$ cat src/rtl/logic_reduce_unit.sv
// logic_reduce_unit: reduces a packet of words with OR/AND/XOR/NOR and presents
// one result per packet, cutting packets at MAX_WORDS beats.
module logic_reduce_unit #(
    parameter int unsigned WIDTH     = 32,
    parameter int unsigned MAX_WORDS = 8,
    parameter int unsigned CNT_W     = 8
) (
    input  logic             clk,
    input  logic             reset,
    input  logic [1:0]       op,
    input  logic             in_valid,
    output logic             in_ready,
    input  logic [WIDTH-1:0] in_data,
    input  logic             in_last,
    output logic             out_valid,
    input  logic             out_ready,
    output logic [WIDTH-1:0] out_data,
    output logic [CNT_W-1:0] out_count,
    output logic             out_trunc
);

    typedef enum logic [1:0] {
        IDLE  = 2'b00,
        ACCUM = 2'b01,
        HOLD  = 2'b10
    } state_t;

    localparam logic [1:0]       OP_OR   = 2'b00;
    localparam logic [1:0]       OP_AND  = 2'b01;
    localparam logic [1:0]       OP_XOR  = 2'b10;
    localparam logic [1:0]       OP_NOR  = 2'b11;
    localparam logic [CNT_W-1:0] MAX_CNT = CNT_W'(MAX_WORDS);

    state_t             state_q, state_d;
    logic [WIDTH-1:0]   acc_q, acc_d;
    logic [CNT_W-1:0]   count_q, count_d;
    logic [1:0]         op_q, op_d;
    logic               out_valid_q, out_valid_d;
    logic [WIDTH-1:0]   out_data_q, out_data_d;
    logic [CNT_W-1:0]   out_count_q, out_count_d;
    logic               out_trunc_q, out_trunc_d;

    logic               accept;
    logic [1:0]         op_sel;
    logic [WIDTH-1:0]   acc_new;
    logic [CNT_W-1:0]   cnt_new;
    logic               term;

    // Ready is a decode of the state so it rises in the same cycle reset releases
    assign in_ready = !reset && (state_q != HOLD);
    assign accept   = in_valid && in_ready;

    // Candidate accumulator/count for the beat currently presented
    always_comb begin
        op_sel  = (state_q == IDLE) ? op : op_q;
        acc_new = in_data;
        cnt_new = CNT_W'(1);
        if (state_q != IDLE) begin
            cnt_new = count_q + CNT_W'(1);
            case (op_q)
                OP_AND:  acc_new = acc_q & in_data;
                OP_XOR:  acc_new = acc_q ^ in_data;
                default: acc_new = acc_q | in_data;
            endcase
        end
        term = in_last || (cnt_new == MAX_CNT);
    end

    // Next-state and registered-output logic
    always_comb begin
        state_d     = state_q;
        acc_d       = acc_q;
        count_d     = count_q;
        op_d        = op_q;
        out_valid_d = out_valid_q;
        out_data_d  = out_data_q;
        out_count_d = out_count_q;
        out_trunc_d = out_trunc_q;
        case (state_q)
            IDLE, ACCUM: begin
                if (accept) begin
                    acc_d   = acc_new;
                    count_d = cnt_new;
                    op_d    = op_sel;
                    if (term) begin
                        state_d     = HOLD;
                        out_valid_d = 1'b1;
                        out_data_d  = (op_sel == OP_NOR) ? ~acc_new : acc_new;
                        out_count_d = cnt_new;
                        out_trunc_d = !in_last;
                    end else begin
                        state_d = ACCUM;
                    end
                end
            end
            HOLD: begin
                if (out_ready) begin
                    state_d     = IDLE;
                    out_valid_d = 1'b0;
                    out_data_d  = '0;
                    out_count_d = '0;
                    out_trunc_d = 1'b0;
                end
            end
            default: state_d = IDLE;
        endcase
    end

    // State and output registers, cleared asynchronously
    always_ff @(posedge clk or posedge reset) begin
        if (reset) begin
            state_q     <= IDLE;
            acc_q       <= '0;
            count_q     <= '0;
            op_q        <= OP_OR;
            out_valid_q <= 1'b0;
            out_data_q  <= '0;
            out_count_q <= '0;
            out_trunc_q <= 1'b0;
        end else begin
            state_q     <= state_d;
            acc_q       <= acc_d;
            count_q     <= count_d;
            op_q        <= op_d;
            out_valid_q <= out_valid_d;
            out_data_q  <= out_data_d;
            out_count_q <= out_count_d;
            out_trunc_q <= out_trunc_d;
        end
    end

    assign out_valid = out_valid_q;
    assign out_data  = out_data_q;
    assign out_count = out_count_q;
    assign out_trunc = out_trunc_q;

endmodule

$ cat config.mk
export PLATFORM = sky130hd
export DESIGN_NAME = logic_reduce_unit
export DESIGN_NICKNAME = d
export VERILOG_FILES = /design/src/rtl/logic_reduce_unit.sv
export SDC_FILE = /design/constraint.sdc
export NUM_CORES = 1
export LEC_CHECK = 0
export CAP_MARGIN = 30
export CORE_ASPECT_RATIO = 0.6
export CORE_MARGIN = 2
export CORE_UTILIZATION = 55
export DETAILED_ROUTE_END_ITERATION = 10
export PLACE_DENSITY_LB_ADDON = 0.2
export SKIP_CTS_REPAIR_TIMING = 1
export SYNTH_ARGS = -nofsm -noshare
export SYNTH_HDL_FRONTEND = slang
export SYNTH_SLANG_ARGS = --single-unit
$ cat constraint.sdc
create_clock -name clk -period 3.75 [get_ports clk]
set_input_delay 0.75 -clock clk [delete_from_list [all_inputs] [get_ports clk]]
set_output_delay 0.75 -clock clk [all_outputs]
set_load 0.01 [all_outputs]
* Yosys cells after proc, flatten, opt, wreduce, memory -nomap -nowiden
Cells that the tools add are included.
** Word-level totals
- Flip-flop bits (word level) :: 86
- Latch bits :: 0
- Memory bits (writable) :: 0
- Memory bits (read-only) :: 0
- Memories :: 0
** Operators by class
- Add/sub/neg operators :: 1
- Multipliers :: 0
- Div/mod/pow operators :: 0
- Magnitude comparators :: 0
- Eq/ne operators :: 10
- Shift-type cells :: 0
- Mux-type cells :: 24
- Bitwise logic cells :: 4
- Reductions and logical operators :: 12
** Operator list (number)
- two-way mux 32 bit :: 5
- one-hot mux 32 bit (2 select lines) :: 2
- bitwise AND 32 bit :: 1
- two-way mux 8 bit :: 4
- inverter 32 bit :: 1
- bitwise OR 32 bit :: 1
- bitwise XOR 32 bit :: 1
- one-hot mux 8 bit (2 select lines) :: 1
- adder 8 x 1 -> 8 bit, second input constant :: 1
- equality test 8 x 4 -> 1 bit, second input constant :: 1
- two-way mux 2 bit :: 4
- != test 2 bit, second input constant :: 4
- equality test 2 bit, second input constant :: 3
- two-way mux 1 bit :: 5
- equality test 2 x 1 -> 1 bit, second input constant :: 2
- one-hot mux 1 bit (2 select lines) :: 2
- one-hot mux 2 bit (2 select lines) :: 1
- AND reduction 2 bit :: 2
- AND reduction 4 bit :: 1
- nonzero test 2 bit :: 2
- logical AND 1 bit :: 2
- zero test 1 bit :: 2
- zero test 2 bit :: 1
- OR reduction 2 bit :: 1
- logical OR 1 bit :: 1

* Logic depth before layout (Yosys ltp)
- Word-level depth :: 8
- Gate-level depth with buffers :: 10

* Worst setup path before layout
OpenSTA, ideal clock, no wires.
- Path kind :: reg2reg
- Start point :: register count_q[0]
- End point :: register out_data_q[3], in the netlist out_data[3]
- Setup time :: 79 ps
- Arrival time :: 2258 ps
- Required time :: 3671 ps
- Setup slack :: 1413 ps
- Stages on the path, launching flop included :: 11
- Clock period less this slack :: 2337 ps
- Path through :: dfrtp_1 -> ha_1 -> buf_6 -> or3_1 -> a211o_1 -> o41ai_2 -> nand4_4 -> nand2_2 -> buf_8 -> buf_12 -> mux2i_1
** On the way
- Word-level cells in the longest chain between the ends :: 6
** RTL lines
- start: declaration :: line 36 : logic [CNT_W-1:0] count_q, count_d;
- start signal: assignment :: line 123 : count_q <= count_d;
- adder 8 x 1 -> 8 bit :: line 59 : cnt_new = count_q + CNT_W'(1);
- two-way mux 8 bit :: line 58 : if (state_q != IDLE) begin
- equality test 8 x 4 -> 1 bit :: line 66 : term = in_last || (cnt_new == MAX_CNT);
- logical OR 1 bit :: line 66
- != test 2 bit (no line)
- AND reduction 4 bit (no line)
- end signal: assignment :: line 126 : out_data_q <= out_data_d;
- end: declaration :: line 39 : logic [WIDTH-1:0] out_data_q, out_data_d;
Every way passes these cells.
A chain may end at the register's enable or synchronous reset.

* Worst setup path in the final report
- Start point :: register state_q[0]
- End point :: register out_data_q[24], in the netlist out_data[24]
** On the way
- Word-level cells in the longest chain between the ends :: 7
- Elaborated cells on any way between the ends :: 24
- Classes of those cells :: 8 x eq/ne; 7 x mux; 1 x bitwise; 8 x reduce/logical
** RTL lines
- start: declaration :: line 34 : state_t state_q, state_d;
- start signal: assignment :: line 121 : state_q <= state_d;
- zero test 2 bit or nonzero test 2 bit (tied branches) :: line 55, 79, 58
- two-way mux 2 bit or two-way mux 32 bit (tied branches) :: line 55, 58
- equality test 2 bit or inverter 32 bit (tied branches) :: line 88 : out_data_d = (op_sel == OP_NOR) ? ~acc_new : acc_new;
- two-way mux 32 bit :: line 88
- two-way mux 32 bit :: line 85 : if (term) begin
- two-way mux 32 bit :: line 81 : if (accept) begin
- one-hot mux 32 bit (2 select lines) :: line 79 : case (state_q)
Parallel ways exist; a longest one is shown, timed or not. The select of a mux whose other input is x is not followed.

==> results.cfg <==
[cells_and_area]
final-instance-count-excl-fill = 824
finalInstanceArea_mm2 = 0.00696
drive_gt1_share_pct = 5.52
antennaDiodeCount = 0
syn_to_final_growth_pct = 20.7
post-route-util_pct = 69.5
nets = 790

[grt]
grt.overflow.total = 0
grt_pass1_vias = 4870
grt_max_degree = 43
grtUsageTotal_pct = 27.3
grt_util_met2_pct = 43.7
gr-usage-met3_pct = 7.02
grt_pass1_wl_mm = 24.7
busiest_layer = met2
grt_antenna_before_repair = 0
global_route.usage.met1_pct = 37.3

[die]
die_height_um = 83.3
io_pins = 82
start_util_pct = 57.5
core_mm2 = 0.0100
row_count = 28
die-area_mm2 = 0.0113
die_x_um = 136

[route]
firstDrtPassIters = 5
vias_per_cell = 5.88
wire_per_inst_um = 17.9
vias = 4849
drtIter0Drc = 444
wl_mm = 14.8
ant_nets = 0
route.detailed.drc = 0

[setup_path]
crit_chain = nor2_4 -> nand3_1 -> o31ai_4 -> buf_4 -> xor2_1 -> mux2i_1
crit_slowest_cell = nor2_4
startpoint_type = flip-flop
cp.arrival_ns = 2.95
critical_path_buf_inv_count = 1
r2r_setup_slack_ns = 1.01
end_kind = flip-flop
critical_path_class = reg -> reg
cp_max_fo = 29
required_ns = 3.96
critPathTopFamily = simple AND/OR/NAND/NOR gates
cpPeakStageDelay_ns = 0.65

[cts]
cts_tree = done
cts_sinks = 86
clockRootBuffer = clkbuf_16
clockBufferDepth = 2
htree_levels = 3
clkLatencyLatePin_ns = 0.34
numCtsBuffers = 9
clk_pin_slew_ns = 0.07

[logic_synthesis]
syn_avg_cell_area_um2 = 9.20
synthFlopType = dfrtp_1
synth-async-reset-ratio_pct = 100
synth.cell_area_mm2 = 0.00577
syn_inst = 627
yosys_warnings = 0
ys_seq_elements = 86
synth_edf_count = 0
synth_cell_types = 39
syn_nets = 733
ys_seq_area_share_pct = 37.3

[timing]
fmax_mhz = 365
hold-worst-slack_ns = 0.476
slew_headroom_pct = 33.7
finalHoldViolations = 0
clock-skew-final_ns = 0.0112
rsz0062_at_grt = false
tightest_slew_ns = 0.995
fin_setup_tns_ns = 0
setup_viol = 0
finalCriticalPeriod_ns = 2.74
fin_crit_sh_pct = 73.0
maxSlewViolCount = 0

[placed_design]
dpl.hpwl_mm = 9.84
placedCellCount = 808
globalplace.congestion = 0.806
port_buffers = 81
placed_cell_area_mm2 = 0.00664

[status]
status = finished clean

[pwr]
ir_drop_v = 0.000432
power_leakage_nw = 3.22
p_per_area_mw_per_mm2 = 608

[min_path]
worstHoldPathType = reg -> reg

[flow_run]
cap_violations = 0
cell families (layout without fill, tap and decap cells):
group,Yosys count,after routing,synth area share [%]
DFF,86,86,37.3
AOI/OAI and AO/OA,153,153,17.6
adders and majority gates,67,67,14.5
buffers and inverters,115,177,8.51
and+or+nand+nor,128,128,9.35
muxes,37,37,6.42
xor gates and xnor gates,41,41,6.23
cell usage in the layout, fill, tap and decap left out, types with 3 or more instances in the layout:
cell type / netlist / routed
xor2_1: 35 / 35
a221oi_1: 32 / 32
nand2_1: 96 / 94
nand2_2: 1 / 3
a222oi_1: 3 / 3
xnor2_1: 6 / 6
nand3_1: 6 / 6
clkinvlp_4: 0 / 3
ha_1: 67 / 66
nor2_1: 12 / 11
inv_1: 69 / 68
a21oi_1: 34 / 34
clkbuf_16: 0 / 9
a211oi_1: 30 / 30
buf_4: 1 / 10
o21ai_0: 40 / 40
dfrtp_1: 86 / 86
clkdlybuf4s50_1: 0 / 81
mux2i_1: 37 / 37
a31oi_1: 6 / 6
cell usage after synthesis (3+ instances only):
cell type,count,share of area [%]
ha_1,67,15
inv_1,69,4.5
a21oi_1,34,3.0
xor2_1,35,5.3
nand2_1,96,6.3
nor2_1,12,0.78
nand3_1,6,0.52
buf_1,3,0.20
a31oi_1,6,0.65
buf_2,3,0.26
a221oi_1,32,4.9
a211oi_1,30,3.9
mux2i_1,37,6.4
o21ai_0,40,3.5
xnor2_1,6,0.91
a222oi_1,3,0.52
dfrtp_1,86,37
clkbuf_1,35,2.3
report_power, final:
part	internal [mW]	switching (mW)	total, mW
Combinational	0.821	1.01	1.83
Sequential	1.20	0.224	1.43
Clock	0.585	0.390	0.975
worst register-to-register path, stage by stage, from the launching register on:
cell	delay [ns]
dfrtp_1	0.52
nor2_4	0.65
nand3_1	0.27
o31ai_4	0.31
buf_4	0.51
xor2_1	0.24
mux2i_1	0.10
sequential cells by signal, summed over array words and instances, names as in the netlist:
| register | flops |
|---|---|
| out_data | 32 |
| count_q | 8 |
| acc_q | 32 |
| out_trunc | 1 |
| state_q | 2 |
| out_valid | 1 |
| out_count | 8 |
| op_q | 2 |
area by class of cell:
cell class | instances | area [um^2]
Sequential cell | 86 | 2150
Fill cell | 794 | 3060
Timing Repair Buffer | 92 | 906
Tap cell | 135 | 169
Inverter | 69 | 260
Multi-Input combinational cell | 426 | 3150
Clock inverter | 7 | 96.3
Clock buffer | 9 | 225
final timing paths:
check | from | cells past startpoint | end
max | state_q[0]$_DFFE_PP0P_ | 6 | out_data[24]$_DFFE_PP0P_
min | out_valid$_DFFE_PP0P_ | 1 | out_valid$_DFFE_PP0P_
max reg2reg | state_q[0]$_DFFE_PP0P_ | 6 | out_data[24]$_DFFE_PP0P_
min reg2reg | out_valid$_DFFE_PP0P_ | 1 | out_valid$_DFFE_PP0P_
max in group asynchronous | reset | 3 | out_data[2]$_DFFE_PP0P_
min in group asynchronous | reset | 2 | count_q[7]$_DFFE_PP0P_
metrics by stage:
| step | power [mW] | setup WS, ns |
|---|---|---|
| 6_report | 4.23 | 1.01 |
| 3_3_place_gp | 3.12 | 0.896 |
| 2_1_floorplan | 2.50 | 0.778 |
| 3_5_place_dp | 3.24 | 0.716 |
| 5_1_grt | 4.51 | 0.886 |
| 4_1_cts | 4.22 | 1.02 |
routing by layer:
metal | share of wire (%) | wire (um)
met5 | 0 | 0
met4 | 1.2 | 182
met3 | 7.1 | 1040
met2 | 47 | 6890
met1 | 45 | 6660
Power figures use the tool's default switching activity.
